**src/rtl/circle_op_issuer.sv**
```systemverilog
// circle_op_issuer
//   Command-side transmitter for circle_drawing_engine. Takes circle draw
//   requests as separate fields and silently drops degenerate or off-screen
//   ones. It packs the rest into the engine's 42-bit op word
//   {x, y, r, color}, queues them in a small FIFO, and issues them over an
//   rts/rtr handshake.
//
// Ports
//   clk        : clock, rising edge
//   rst_       : asynchronous reset, active-high
//   in_x/in_y  : circle centre (10 bits each)
//   in_r       : radius (10 bits)
//   in_color   : pixel colour (12 bits)
//   in_rts     : upstream request valid
//   in_rtr     : block can take a request (!full, low during reset)
//   out_op     : head op word, 0 when the queue is empty
//   out_rts    : op valid toward the engine (!empty)
//   out_rtr    : engine ready
//   level      : queued op count, 0..DEPTH
//   issued_cnt : ops handed to the engine, wraps mod 2^16
//   drop_cnt   : rejected requests, saturates at 255
module circle_op_issuer #(
  parameter int DEPTH    = 4,
  parameter int SCREEN_W = 640,
  parameter int SCREEN_H = 480
) (
  input  logic                       clk,
  input  logic                       rst_,
  input  logic [9:0]                 in_x,
  input  logic [9:0]                 in_y,
  input  logic [9:0]                 in_r,
  input  logic [11:0]                in_color,
  input  logic                       in_rts,
  output logic                       in_rtr,
  output logic [41:0]                out_op,
  output logic                       out_rts,
  input  logic                       out_rtr,
  output logic [$clog2(DEPTH):0]     level,
  output logic [15:0]                issued_cnt,
  output logic [7:0]                 drop_cnt
);

  localparam int PW = $clog2(DEPTH);
  localparam int LW = PW + 1;
  localparam logic [LW-1:0] FULL_LVL = LW'(DEPTH);
  localparam logic [10:0]   SW_LIM   = 11'(SCREEN_W);
  localparam logic [10:0]   SH_LIM   = 11'(SCREEN_H);

  logic [41:0]   mem_q [DEPTH];
  logic [PW-1:0] wptr_q, wptr_d;
  logic [PW-1:0] rptr_q, rptr_d;
  logic [LW-1:0] level_q, level_d;
  logic [15:0]   issued_q, issued_d;
  logic [7:0]    drop_q, drop_d;

  logic empty, full;
  logic in_fire, req_ok, push, drop, pop;
  logic [41:0] op_word;

  function automatic logic [7:0] sat_inc8(input logic [7:0] v);
    return (v == 8'hFF) ? v : v + 8'd1;
  endfunction

  assign empty = (level_q == '0);
  assign full  = (level_q == FULL_LVL);

  // Ready depends only on state (and reset), never on in_rts.
  assign in_rtr  = !rst_ && !full;
  assign out_rts = !empty;
  assign out_op  = empty ? 42'd0 : mem_q[rptr_q];

  assign req_ok  = (in_r != 10'd0) && ({1'b0, in_x} < SW_LIM) && ({1'b0, in_y} < SH_LIM);
  assign in_fire = in_rts && in_rtr;
  assign push    = in_fire && req_ok;
  assign drop    = in_fire && !req_ok;
  assign pop     = out_rts && out_rtr;
  assign op_word = {in_x, in_y, in_r, in_color};

  always_comb begin
    wptr_d   = wptr_q;
    rptr_d   = rptr_q;
    level_d  = level_q;
    issued_d = issued_q;
    drop_d   = drop_q;
    if (push) wptr_d = wptr_q + 1'b1;
    if (pop) begin
      rptr_d   = rptr_q + 1'b1;
      issued_d = issued_q + 16'd1;
    end
    // A push and a pop on the same edge leave level unchanged.
    if (push && !pop)      level_d = level_q + 1'b1;
    else if (pop && !push) level_d = level_q - 1'b1;
    if (drop) drop_d = sat_inc8(drop_q);
  end

  always_ff @(posedge clk or posedge rst_) begin
    if (rst_) begin
      wptr_q   <= '0;
      rptr_q   <= '0;
      level_q  <= '0;
      issued_q <= '0;
      drop_q   <= '0;
    end else begin
      wptr_q   <= wptr_d;
      rptr_q   <= rptr_d;
      level_q  <= level_d;
      issued_q <= issued_d;
      drop_q   <= drop_d;
    end
  end

  // Storage is not reset: out_op is masked to 0 whenever the queue is empty.
  always_ff @(posedge clk) begin
    if (push) mem_q[wptr_q] <= op_word;
  end

  assign level      = level_q;
  assign issued_cnt = issued_q;
  assign drop_cnt   = drop_q;

endmodule
```
**config.mk**
```make
export PLATFORM = sky130hd
export DESIGN_NAME = circle_op_issuer
export DESIGN_NICKNAME = d
export VERILOG_FILES = /design/src/rtl/circle_op_issuer.sv
export SDC_FILE = /design/constraint.sdc
export NUM_CORES = 1
export LEC_CHECK = 0
export BUFFER_PORTS_ARGS = -buffer_cell sky130_fd_sc_hd__buf_2
export CAP_MARGIN = 25
export CELL_PAD_IN_SITES_DETAIL_PLACEMENT = 0
export CELL_PAD_IN_SITES_GLOBAL_PLACEMENT = 1
export CORE_MARGIN = 2
export CORE_UTILIZATION = 30
export CTS_CLUSTER_SIZE = 16
export DETAILED_ROUTE_END_ITERATION = 6
export PLACE_DENSITY_LB_ADDON = 0.1
export SYNTH_ARGS = -nofsm -noshare
export SYNTH_HDL_FRONTEND = slang
export SYNTH_SLANG_ARGS = --single-unit
```
**constraint.sdc**
```tcl
create_clock -name clk -period 3.1 [get_ports clk]
set_input_delay 0.31 -clock clk [delete_from_list [all_inputs] [get_ports clk]]
set_output_delay 0.31 -clock clk [all_outputs]
set_load 0.02 [all_outputs]
```
==> results by group <==
Status
  • Status: completed

Synth
  • Dominant cell type by area after synthesis: edfxtp_1
  • Cells after synthesis: 408
  • Synth top area cells: edfxtp_1 (64%), mux4_2 (12%), dfrtp_1 (9.8%), nor2b_1 (3.4%), xnor2_1 (2.4%)
  • Synth Cell Area: 0.00789 sq mm
  • Fraction of registers with async set/reset: 15.6%
  • Synth Net Count: 462
  • Yosys top cell area share: 64.0%
  • Mapped Avg Cell Area: 19.3 sq um
  • Most frequent cell after synthesis: edfxtp_1
  • Most frequent cells after synthesis: edfxtp_1 (168), nor2b_1 (43), mux4_2 (42), dfrtp_1 (31), xnor2_1 (22)
  • Yosys cell types: 34
  • Part of the Yosys area used for sequential elements: about three quarters
  • EDFF count, synth: 168
  • Synthesized flop and latch total: 199
  • Ys Warns: 0
  • Primary FF master, synth: edfxtp_1

Worst setup path
  • Startpoint type of the worst setup path: flop
  • Setup crit start: rptr_q[0]$_DFFE_PP0P_
  • Setup CP Type: reg2out
  • Worst EP arrival: between 2000 and 2500 ps
  • Worst path required time: 2790 ps
  • Launch point of the worst reg-to-reg path: level[0]$_DFFE_PP0P_
  • CP max FO: 30
  • CP Capture Type: output pin

GRT
  • Met1 Usage GRT: 16.1%
  • GR Layer Usage met2: 20.0%
  • Vias in the first global route: 4508
  • Largest net degree at the start of global routing: 44
  • Busiest layer in global routing: met2
  • First-pass GRT wire length: 26000 um
  • Tot GR Track Use: 12.4%
  • Initial antenna violation count: 4
  • Met3 usage: 4.31%
  • GR Overflow Total: 0

Layout
  • Layout cells sized above 1: approximately 39%
  • FILL cells: 2422
  • Area Growth Syn to Fin: 21.8%
  • Final Util: a little under two fifths
  • Final-stage net count: 594

STA
  • Fin crit period: about 2700 ps
  • Fin. max-slew vios: 0
  • RSZ-0062 raised after global routing: false
  • Final Skew: around 7.6 ps
  • Crit share post-route: 88.6%
  • Slew @ Worst Pin: 665 ps
  • Final Hold Vio Count: 0
  • F_max: 364 MHz
  • Setup TNS: 0 ps
  • Worst relative slew slack: 55.7%
  • Final setup violation count: 0

Power and ir drop
  • P_sw: around 2800 uW
  • P_int: 5370 uW
  • Pwr per Cell Area: 855 mW/mm^2
  • Switching Share: roughly 35%
  • VDD IR max: between 0.4 and 0.5 mV
  • Combinational share of power: 32.0%
  • Leak: 0.00346 uW
  • Clk pwr share: 25.9%
  • Flop pwr share: a little over two fifths

Run
  • Max-cap viol count: 0

CTS
  • Clock sinks: 199
  • Post-CTS sizing: 0
  • Setup bufs post-CTS: 0
  • CTS buffer count: 17
  • CTS tree: done
  • Clk_lat worst skew: 420 ps
  • Root Driver: clkbuf_16
  • Hold-fix buffers, CTS: 0
  • Clock buffer depth: 2
  • CTS clk-pin slew, worst paths: 80 ps
  • H-tree depth: 4

Die
  • IO Pins: approximately 120
  • Std cell rows: just under 60
  • Die height: 166 um
  • Initial Util: a little under a third
  • Area of the die: 0.0276 sq mm
  • Die Width: between 150 and 200 um
  • Core ar.: 0.0259 sq mm

Placement
  • Port buffer count: roughly 120
  • HPWL after DPL: 9870 um
  • Routability Congestion: around 0.74

Drt
  • Wire per inst: 18.4 um
  • WL final: 16400 um
  • Total vias in the final route: 4047
  • DRT iter0 DRCs: 265
  • Antenna-violating nets left: 0
  • Drt pass-1 iters: 4
  • # DRC: 0
  • Via density: 4.54

Hold path
  • Min-delay src: in_x[6]
  • Worst hold path class: in2reg
## flip-flops by register name (all words and copies together) (netlist names)
| signal | count |
|---|---|
| mem_q | 168 |
| level | 3 |
| drop_cnt | 8 |
| rptr_q | 2 |
| issued_cnt | 16 |
| wptr_q | 2 |
## cells by family (layout without fill, tap and decap cells)
group,Yosys count,in the layout,synth area share [%]
flops,199,199,73.8
simple gates,99,99,7.33
mux,45,45,12.4
xor+xnor,27,27,3.00
buf+inv,23,168,1.32
fa+ha+maj,8,8,1.36
compound gates,7,7,0.762
other cells,0,4,0
## metrics by stage
stage | power, uW | hold WS (ps) | instances | setup WS [ps] | area [sq um]
2_1_floorplan | 5240 | 409 | 408 | 407 | 7890
3_3_place_gp | 6220 | 461 | 854 | 624 | 8980
3_5_place_dp | 6240 | 473 | 854 | 562 | 8980
4_1_cts | 8390 | 64.0 | 886 | 232 | 9560
5_1_grt | 8700 | 69.8 | 888 | 161 | 9600
6_report | 8210 | 92.5 | 892 | 353 | 9610
## critical path, stage by stage, from the launching register on
cell,delay [ps]
dfrtp_4,870
buf_4,290
mux4_2,500
nor2b_1,150
buf_2,190
## per-layer routing
layer / share of wire [%] / wire length [um]
met2: 48 / 7970
met5: 0.043 / 7
met1: 45 / 7430
met3: 5.5 / 909
met4: 0.78 / 128
## final timing paths
path / endpoint / slack, ps / cells past startpoint
hold / removal: mem_q[2][38]$_DFFE_PP_ / 90 / 1
setup reg to reg: level[2]$_DFFE_PP0P_ / 670 / 9
min in group asynchronous: wptr_q[1]$_DFFE_PP0P_ / 360 / 3
setup / recovery: out_op[9] / 350 / 4
max in group asynchronous: rptr_q[0]$_DFFE_PP0P_ / 2340 / 4
hold reg to reg: issued_cnt[15]$_DFFE_PP0P_ / 470 / 1
## cell usage in the layout, fill, tap and decap left out, types with 3 or more instances in the layout
cell | synthesis | layout
diode_2 | 0 | 4
clkinv_8 | 0 | 3
clkbuf_16 | 0 | 17
inv_8 | 0 | 3
nand2_1 | 11 | 11
edfxtp_1 | 168 | 168
buf_4 | 0 | 4
and3_1 | 5 | 5
inv_1 | 7 | 7
nor2b_1 | 43 | 43
ha_1 | 7 | 7
nor2_1 | 9 | 9
inv_6 | 0 | 5
buf_2 | 6 | 116
mux4_2 | 42 | 42
xor2_1 | 5 | 5
xnor2_1 | 22 | 22
nand4_1 | 7 | 7
dfrtp_1 | 31 | 29
nand3_1 | 10 | 10
and2_2 | 0 | 4
buf_12 | 0 | 6
## final cells by class
cell class                 instances  area (sq um)  share of cell area (%)
antenna                            4          10.0                   0.104
tap                              335           419                    4.36
inverter                           8          32.5                   0.339
clock inverter                    15           154                    1.60
sequential                       199          5830                    60.6
timing repair buffer             128           768                    8.00
multi-input combinational        186          1970                    20.5
clock buffer                      17           425                    4.43
## power by group through the flow
stage	combinational, uW	clock (uW)	sequential [uW]
finish	2630	2120	3460
global route	2850	2320	3530
CTS	2700	2210	3490
detailed placement	2690	0	3550
global placement	2680	0	3540
floorplan	1830	0	3410
Power figures use the tool's default switching activity.
